File: config.mk
export PLATFORM = sky130hd
export DESIGN_NAME = keypad_encoder
export DESIGN_NICKNAME = d
export VERILOG_FILES = /design/src/rtl/keypad_encoder.sv
export SDC_FILE = /design/constraint.sdc
export NUM_CORES = 1
export LEC_CHECK = 0
export BUFFER_PORTS_ARGS = -buffer_cell sky130_fd_sc_hd__clkbuf_2
export CORE_AREA = 2 2 74 76
export CTS_CLUSTER_DIAMETER = 30
export DETAILED_ROUTE_END_ITERATION = 16
export DIE_AREA = 0 0 76 78
export PLACE_DENSITY = 0.57
export RECOVER_POWER = 50
export SLEW_MARGIN = 25
export SYNTH_ARGS = -nofsm -noshare
export SYNTH_HDL_FRONTEND = slang
export SYNTH_SLANG_ARGS = --single-unit
export TNS_END_PERCENT = 20
File: constraint.sdc
create_clock -name JM1222HM_clk -period 4.8 [get_ports JM1222HM_clk]
set_input_delay 0.48 -clock JM1222HM_clk [delete_from_list [all_inputs] [get_ports JM1222HM_clk]]
set_output_delay 0.48 -clock JM1222HM_clk [all_outputs]
set_load 0.02 [all_outputs]
File: src/rtl/keypad_encoder.sv
// rtl/keypad_encoder.sv - 4x4 matrix keypad scanner with debounce and valid/ready key code output
//
// Ports:
//   JM1222HM_clk    : single clock
//   JM1222HM_rst_n  : asynchronous active-low reset
//   JM1222HM_col_n  : column sense, active-low, asynchronous to clk
//   JM1222HM_ready  : consumer accepts the code while valid is high
//   JM1222HM_row_n  : row drive, active-low one-hot
//   JM1222HM_key    : key code = 4*row + col, stable while valid
//   JM1222HM_valid  : key holds a code not yet accepted
//   JM1222HM_held   : a confirmed key is down until its release is confirmed
module keypad_encoder #(
    parameter int SCAN_DIV = 1000,
    parameter int DEBOUNCE = 8
) (
    input  logic       JM1222HM_clk,
    input  logic       JM1222HM_rst_n,
    input  logic [3:0] JM1222HM_col_n,
    input  logic       JM1222HM_ready,
    output logic [3:0] JM1222HM_row_n,
    output logic [3:0] JM1222HM_key,
    output logic       JM1222HM_valid,
    output logic       JM1222HM_held
);

    localparam int CW = $clog2(SCAN_DIV);
    localparam int MW = $clog2(DEBOUNCE + 1);
    localparam logic [CW-1:0] DIV_LAST   = CW'(SCAN_DIV - 1);
    localparam logic [MW-1:0] MATCH_DONE = MW'(DEBOUNCE);

    typedef enum logic [1:0] {
        ST_SCAN,
        ST_DEBOUNCE,
        ST_HELD,
        ST_RELEASE
    } state_t;

    state_t        state;
    logic [3:0]    col_meta;
    logic [3:0]    col_s;
    logic [CW-1:0] div_cnt;
    logic [1:0]    row_idx;
    logic [1:0]    cand;
    logic [MW-1:0] match;
    logic          tick;
    logic          active;
    logic [1:0]    det_col;
    logic [MW-1:0] match_inc;

    // Two-flop synchronizer; idles high so reset looks like "no key".
    always_ff @(posedge JM1222HM_clk or negedge JM1222HM_rst_n) begin
        if (!JM1222HM_rst_n) begin
            col_meta <= 4'b1111;
            col_s    <= 4'b1111;
        end else begin
            col_meta <= JM1222HM_col_n;
            col_s    <= col_meta;
        end
    end

    // Row dwell counter; the last count of each dwell is the sampling tick.
    always_ff @(posedge JM1222HM_clk or negedge JM1222HM_rst_n) begin
        if (!JM1222HM_rst_n) begin
            div_cnt <= '0;
        end else if (div_cnt == DIV_LAST) begin
            div_cnt <= '0;
        end else begin
            div_cnt <= div_cnt + CW'(1);
        end
    end

    assign tick      = (div_cnt == DIV_LAST);
    assign active    = ~&col_s;
    assign match_inc = match + MW'(1);

    // Lowest-index pressed column wins; the value is ignored when inactive.
    always_comb begin
        det_col = 2'd3;
        if (!col_s[0]) begin
            det_col = 2'd0;
        end else if (!col_s[1]) begin
            det_col = 2'd1;
        end else if (!col_s[2]) begin
            det_col = 2'd2;
        end
    end

    always_ff @(posedge JM1222HM_clk or negedge JM1222HM_rst_n) begin
        if (!JM1222HM_rst_n) begin
            state          <= ST_SCAN;
            JM1222HM_row_n <= 4'b1110;
            row_idx        <= 2'd0;
            cand           <= 2'd0;
            match          <= '0;
            JM1222HM_key   <= 4'd0;
            JM1222HM_valid <= 1'b0;
            JM1222HM_held  <= 1'b0;
        end else begin
            // Acceptance is independent of the scan state. Confirmation only
            // happens with valid low, so it never races this clear.
            if (JM1222HM_valid && JM1222HM_ready) begin
                JM1222HM_valid <= 1'b0;
            end

            if (tick) begin
                case (state)
                    ST_SCAN: begin
                        // A pending code blocks new presses so key stays stable.
                        if (active && !JM1222HM_valid) begin
                            cand  <= det_col;
                            match <= MW'(1);
                            state <= ST_DEBOUNCE;
                        end else begin
                            JM1222HM_row_n <= {JM1222HM_row_n[2:0], JM1222HM_row_n[3]};
                            row_idx        <= row_idx + 2'd1;
                        end
                    end
                    ST_DEBOUNCE: begin
                        if (!active) begin
                            state          <= ST_SCAN;
                            JM1222HM_row_n <= {JM1222HM_row_n[2:0], JM1222HM_row_n[3]};
                            row_idx        <= row_idx + 2'd1;
                        end else if (det_col == cand) begin
                            if (match_inc == MATCH_DONE) begin
                                JM1222HM_key   <= {row_idx, cand};
                                JM1222HM_valid <= 1'b1;
                                JM1222HM_held  <= 1'b1;
                                state          <= ST_HELD;
                            end else begin
                                match <= match_inc;
                            end
                        end else begin
                            cand  <= det_col;
                            match <= MW'(1);
                        end
                    end
                    ST_HELD: begin
                        // Any column of the frozen row keeps the key held.
                        if (!active) begin
                            match <= MW'(1);
                            state <= ST_RELEASE;
                        end
                    end
                    ST_RELEASE: begin
                        if (active) begin
                            state <= ST_HELD;
                        end else if (match_inc == MATCH_DONE) begin
                            JM1222HM_held  <= 1'b0;
                            state          <= ST_SCAN;
                            JM1222HM_row_n <= {JM1222HM_row_n[2:0], JM1222HM_row_n[3]};
                            row_idx        <= row_idx + 2'd1;
                        end else begin
                            match <= match_inc;
                        end
                    end
                    default: state <= ST_SCAN;
                endcase
            end
        end
    end

endmodule

==> impl_metrics.env, run 1 <==
export IMPL_viasPerCell=4.85
export IMPL_cp_cell_sequence="ha_1, nand2_1, nor4_4, and4_1, and2_4, mux2_4"
export IMPL_numPortBuffers=16
export IMPL_critical_path_max_stage_delay_ps=730
export IMPL_htreeDepth=2
export IMPL_worst_pin_slew_ps=1910
export IMPL_synth_edff_count=0
export IMPL_grt_pass1_wl_um=5230
export IMPL_gp_congestion=0.779
export IMPL_cts_buffers=5
export IMPL_num_antenna_cells=0
export IMPL_min_path_type="input port to register"
export IMPL_cpMaxStageDelayCell="nor4_4"
export IMPL_crit_fanout=16
export IMPL_period_share=0.517
export IMPL_ctsResizeCount=0
export IMPL_clk_insertion_delay_late_ps=280
export IMPL_synth_seq_cells=38
export IMPL_rows=26
export IMPL_fp_dieArea_um2=5930
export IMPL_synth_flop_cell="dfrtp_1"
export IMPL_start_util=0.344
export IMPL_grt_pass1_vias=1168
export IMPL_syn_inst=150
export IMPL_antenna_found_initial=0
export IMPL_critical_path_arrival_ps=2650
export IMPL_cts_setup_buffers=0
export IMPL_cp_required_ps=4970
export IMPL_slew_violations=39
export IMPL_synth_nets=159
export IMPL_cts_tree="yes"
export IMPL_tns_ps=0
export IMPL_placed_area_um2=1880
export IMPL_drc=0
export IMPL_violations="capacitance limit, slew limit"
export IMPL_drtIter0Drc=32
export IMPL_ys_seq_area_frac=0.555
export IMPL_areaGrowthSynthToFinish_pct=13.0
export IMPL_crit_type="register to register"
export IMPL_utilization=0.389
export IMPL_period_needed_ps=2480
export IMPL_p_leak_nw=0.908
export IMPL_avgRoutedWirePerCell_um=12.4
export IMPL_die_height_um=78
export IMPL_power_density_nw_per_um2=280
export IMPL_cts_sinks=38
export IMPL_dp_hpwl_um=2140
export IMPL_ys_types=45
export IMPL_rsz0062_at_grt="no"
export IMPL_clkTransAtPathRegs_ps=70
export IMPL_globalRouteTotalUtil=0.113
export IMPL_crit_family="simple AND/OR/NAND/NOR gates"
export IMPL_first_pass_iters=4
export IMPL_drtAntennaViolNets=0
export IMPL_core_area_um2=5040
export IMPL_syn_avg_cell_area_um2=11.6
export IMPL_fin_nets=178
export IMPL_max_freq_mhz=403
export IMPL_whs_ps=270
export IMPL_grt_max_degree=39
export IMPL_final_area_um2=1960
export IMPL_slew_headroom=-0.276
export IMPL_drv_cap=1
export IMPL_fp_dieW_um=76
export IMPL_finalHoldViolCount=0
export IMPL_gr_total_overflow=0
export IMPL_drive_above_1_share=0.276
export IMPL_start_kind="register"
export IMPL_synthArstFlopShare=1.00
export IMPL_clock_path_buffers=2
export IMPL_syn_area_um2=1740
export IMPL_yosys_warnings=0
export IMPL_path_buf_inv=0
export IMPL_vias=1165
export IMPL_finClkSkew_ps=8.75
export IMPL_status="finished, violations left"
export IMPL_ir_worst_vdd_v=0.000193
export IMPL_pin_count=17
export IMPL_cts_hold_buf=0
export IMPL_setup_viol=0
export IMPL_drt_wl_total_um=2980
export IMPL_root_buffer="clkbuf_8"
export IMPL_cp_end_kind="register"
## worst paths after layout
check | slack [ps] | cells after the start | end | startpoint
worst max-delay path | 2320 | 6 | JM1222HM_key[2]$_DFFE_PN0P_ | div_cnt[0]$_DFF_PN0_
worst min-delay path | 270 | 1 | col_meta[3]$_DFF_PN1_ | JM1222HM_col_n[3]
worst max register to register | 2320 | 6 | JM1222HM_key[2]$_DFFE_PN0P_ | div_cnt[0]$_DFF_PN0_
worst min register to register | 360 | 0 | col_s[0]$_DFF_PN1_ | col_meta[0]$_DFF_PN1_
max in group asynchronous | 2980 | 1 | div_cnt[5]$_DFF_PN0_ | JM1222HM_rst_n
min in group asynchronous | 720 | 1 | match[0]$_DFFE_PN0P_ | JM1222HM_rst_n
## sequential cells by signal (all words and copies together) (netlist names), named ones only
name / count
state: 1
cand: 2
div_cnt: 10
row_idx: 2
JM1222HM_held: 1
match: 4
JM1222HM_row_n: 4
col_meta: 4
JM1222HM_valid: 1
col_s: 4
JM1222HM_key: 4
## layout by cell type, fill, tap and decap left out, types with 2 or more instances in the layout
cell,count
clkbuf_8,5
xnor2_1,5
clkbuf_2,15
dfstp_2,11
nand3_1,7
o21ba_2,2
dfrtp_1,27
mux2_4,4
nand2_1,13
o21bai_1,2
nor3_1,4
and4_1,2
a21o_1,2
ha_1,2
mux2i_1,3
nor2_1,12
xor2_1,4
nor2b_1,3
o21ai_0,6
a21oi_1,4
a31oi_1,2
inv_1,4
clkbuf_1,2
a22o_1,2
mux2_2,4
## synthesized netlist by cell type, types with 3 or more instances
cell type / number / area share
mux2_4: 4 / 0.035
nand3_1: 7 / 0.020
nor2_1: 12 / 0.026
o21ai_0: 6 / 0.017
a21oi_1: 4 / 0.012
nor3_1: 4 / 0.012
inv_1: 4 / 0.0086
xor2_1: 4 / 0.020
mux2_2: 4 / 0.026
mux2i_1: 3 / 0.017
nor2b_1: 3 / 0.011
nand2_1: 13 / 0.028
clkbuf_1: 3 / 0.0065
xnor2_1: 5 / 0.025
dfstp_2: 11 / 0.17
dfrtp_1: 27 / 0.39
## per-stage QoR
step	std cells	setup WS (ps)	total power, mW
after floorplan	150	2810	0.338
after global placement	232	2430	0.347
after detailed placement	232	2340	0.348
after CTS	240	2310	0.560
after global routing	240	2150	0.576
final	240	2320	0.550
## report_power, final
group	internal [mW]	switching [mW]
clock network	0.102	0.106
logic	0.00357	0.00901
registers	0.326	0.00212
## area by class of cell
type                       count  area [um^2]
fill                         488         3080
multi-input combinational    104          731
tap                           70         87.6
timing repair buffer          16         78.8
sequential                    38          965
clock buffer                   6         72.6
clock inverter                 2         13.8
inverter                       4         15.0
## worst register-to-register path: cells and delay by family, from the launching register on
kind	cells	cell delay, ps
AND/OR/NAND/NOR	4	1420
flip-flops	1	400
multiplexers	1	310
adder cells (fa/ha/maj)	1	230
## per-layer routing
layer	up-vias	part of all wire	global-route usage
met2	29	0.50	0.195
met3	5	0.043	0.0314
met1	562	0.45	0.129
met5	-	0	0
li1	569	-	-
met4	0	0.014	0.0564
## cell families after synthesis
kind of cell               after synthesis  share of synthesized area
muxes                                   11                     0.0778
AOI/OAI and AO/OA                       31                      0.125
adders and majority gates                2                     0.0144
DFF                                     38                      0.555
buffers and inverters                    8                     0.0238
and+or+nand+nor                         51                      0.158
xor gates and xnor gates                 9                     0.0454
No activity file was read; power rests on OpenSTA's default activity.
==> run 2, diff against run 1 <==
clock period = 2.5 ns   (was 4.8 ns; I/O delays follow)
==> impl_metrics.env, run 2 (same netlist as run 1, synthesis figures left out) <==
export IMPL_crit_start="div_cnt[0]$_DFF_PN0_"
export IMPL_worst_pin_slew_ps=1930
export IMPL_finClkSkew_ps=5.61
export IMPL_cp_required_ps=2650
export IMPL_globalRouteTotalUtil=0.114
export IMPL_pin_count=17
export IMPL_final_seq_area_um2=965
export IMPL_areaGrowthSynthToFinish_pct=14.8
export IMPL_cts_tree="yes"
export IMPL_drtAntennaViolNets=0
export IMPL_drive_above_1_share=0.287
export IMPL_final_common_cell="dfrtp_1"
export IMPL_critical_path_arrival_ps=2240
export IMPL_fin_cells=241
export IMPL_first_pass_iters=4
export IMPL_clk_insertion_delay_late_ps=290
export IMPL_crit_type="register to register"
export IMPL_regMostFlops="div_cnt"
export IMPL_drt_wl_total_um=2990
export IMPL_finalHoldViolCount=0
export IMPL_hp_start="JM1222HM_col_n[1]"
export IMPL_ir_worst_vdd_v=0.000335
export IMPL_multi_input_area_um2=731
export IMPL_clkTransAtPathRegs_ps=80
export IMPL_clock_path_buffers=2
export IMPL_cts_buffers=5
export IMPL_largest_register_ffs=10
export IMPL_core_area_um2=5040
export IMPL_num_antenna_cells=0
export IMPL_antenna_found_initial=0
export IMPL_period_share=0.835
export IMPL_slew_violations=39
export IMPL_grt_max_degree=39
export IMPL_fp_dieW_um=76
export IMPL_die_height_um=78
export IMPL_start_kind="register"
export IMPL_crit_fanout=15
export IMPL_gp_congestion=0.833
export IMPL_htreeDepth=2
export IMPL_max_freq_mhz=479
export IMPL_drtIter0Drc=50
export IMPL_tns_ps=0
export IMPL_numPortBuffers=16
export IMPL_dpl_cell_count=233
export IMPL_cp_end_kind="register"
export IMPL_fin_nets=179
export IMPL_cts_sinks=38
export IMPL_whs_ps=40.4
export IMPL_gr_total_overflow=0
export IMPL_vias=1184
export IMPL_start_util=0.344
export IMPL_grt_pass1_vias=1250
export IMPL_avgRoutedWirePerCell_um=12.4
export IMPL_p_leak_nw=0.927
export IMPL_setup_viol=0
export IMPL_grt_pass1_wl_um=5430
export IMPL_r2r_start="div_cnt[0]$_DFF_PN0_"
export IMPL_viasPerCell=4.91
export IMPL_status="finished, violations left"
export IMPL_n_fill_cell=482
export IMPL_rows=26
export IMPL_cts_setup_buffers=0
export IMPL_drc=0
export IMPL_root_buffer="clkbuf_8"
export IMPL_dp_hpwl_um=2160
export IMPL_power_density_nw_per_um2=582
export IMPL_period_needed_ps=2090
export IMPL_rsz0062_at_grt="no"
export IMPL_slew_headroom=-0.288
export IMPL_drv_cap=1
export IMPL_cts_hold_buf=0
export IMPL_min_path_type="input port to register"
export IMPL_ctsResizeCount=0
export IMPL_layout_common_cells="dfrtp_1 (27), clkbuf_2 (15), nand2_1 (13)"
export IMPL_fp_dieArea_um2=5930
export IMPL_violations="capacitance limit, slew limit"
## run 2: critical path, cell delays in order, from the launching register on
cell	delay, ps
dfrtp_1	400
ha_1	230
nand2_1	150
nor4_4	320
buf_4	250
o21ai_1	130
nor3_1	330
mux2i_1	140
## run 2: final timing paths
kind,to,slack (ps),cells after the start
setup / recovery,match[0]$_DFFE_PN0P_,410,7
hold / removal,col_meta[1]$_DFF_PN1_,40,1
setup reg to reg,match[0]$_DFFE_PN0P_,410,7
hold reg to reg,col_s[3]$_DFF_PN1_,360,0
max in group asynchronous,JM1222HM_key[1]$_DFFE_PN0P_,900,1
min in group asynchronous,match[1]$_DFFE_PN0P_,490,1
## run 2: cell type report
type | instances | share of cell area
clock inverter | 3 | 0.0201
inverter | 4 | 0.00753
multi-input combinational | 104 | 0.367
timing repair buffer | 17 | 0.0433
clock buffer | 5 | 0.0345
sequential | 38 | 0.484
tap | 70 | 0.0439
## run 2: per-stage QoR
step / util / setup slack [ps] / area, um^2 / power (mW)
2_1_floorplan: - / 506 / 1740 / 0.648
3_3_place_gp: 0.374 / 527 / 1890 / 0.666
3_5_place_dp: 0.374 / 451 / 1890 / 0.667
4_1_cts: 0.396 / 434 / 1990 / 1.18
5_1_grt: 0.395 / 260 / 1990 / 1.20
6_report: 0.395 / 412 / 1990 / 1.16
## run 2: per-layer routing
layer,vias up,global-route usage,part of all wire
met3,4,0.0395,0.051
met2,27,0.202,0.50
met5,-,0,0
li1,569,-,-
met1,584,0.125,0.43
met4,0,0.0455,0.013
## run 2: power breakdown
part,internal (mW),switching [mW]
registers,0.627,0.00385
logic,0.00685,0.0168
clock network,0.294,0.213
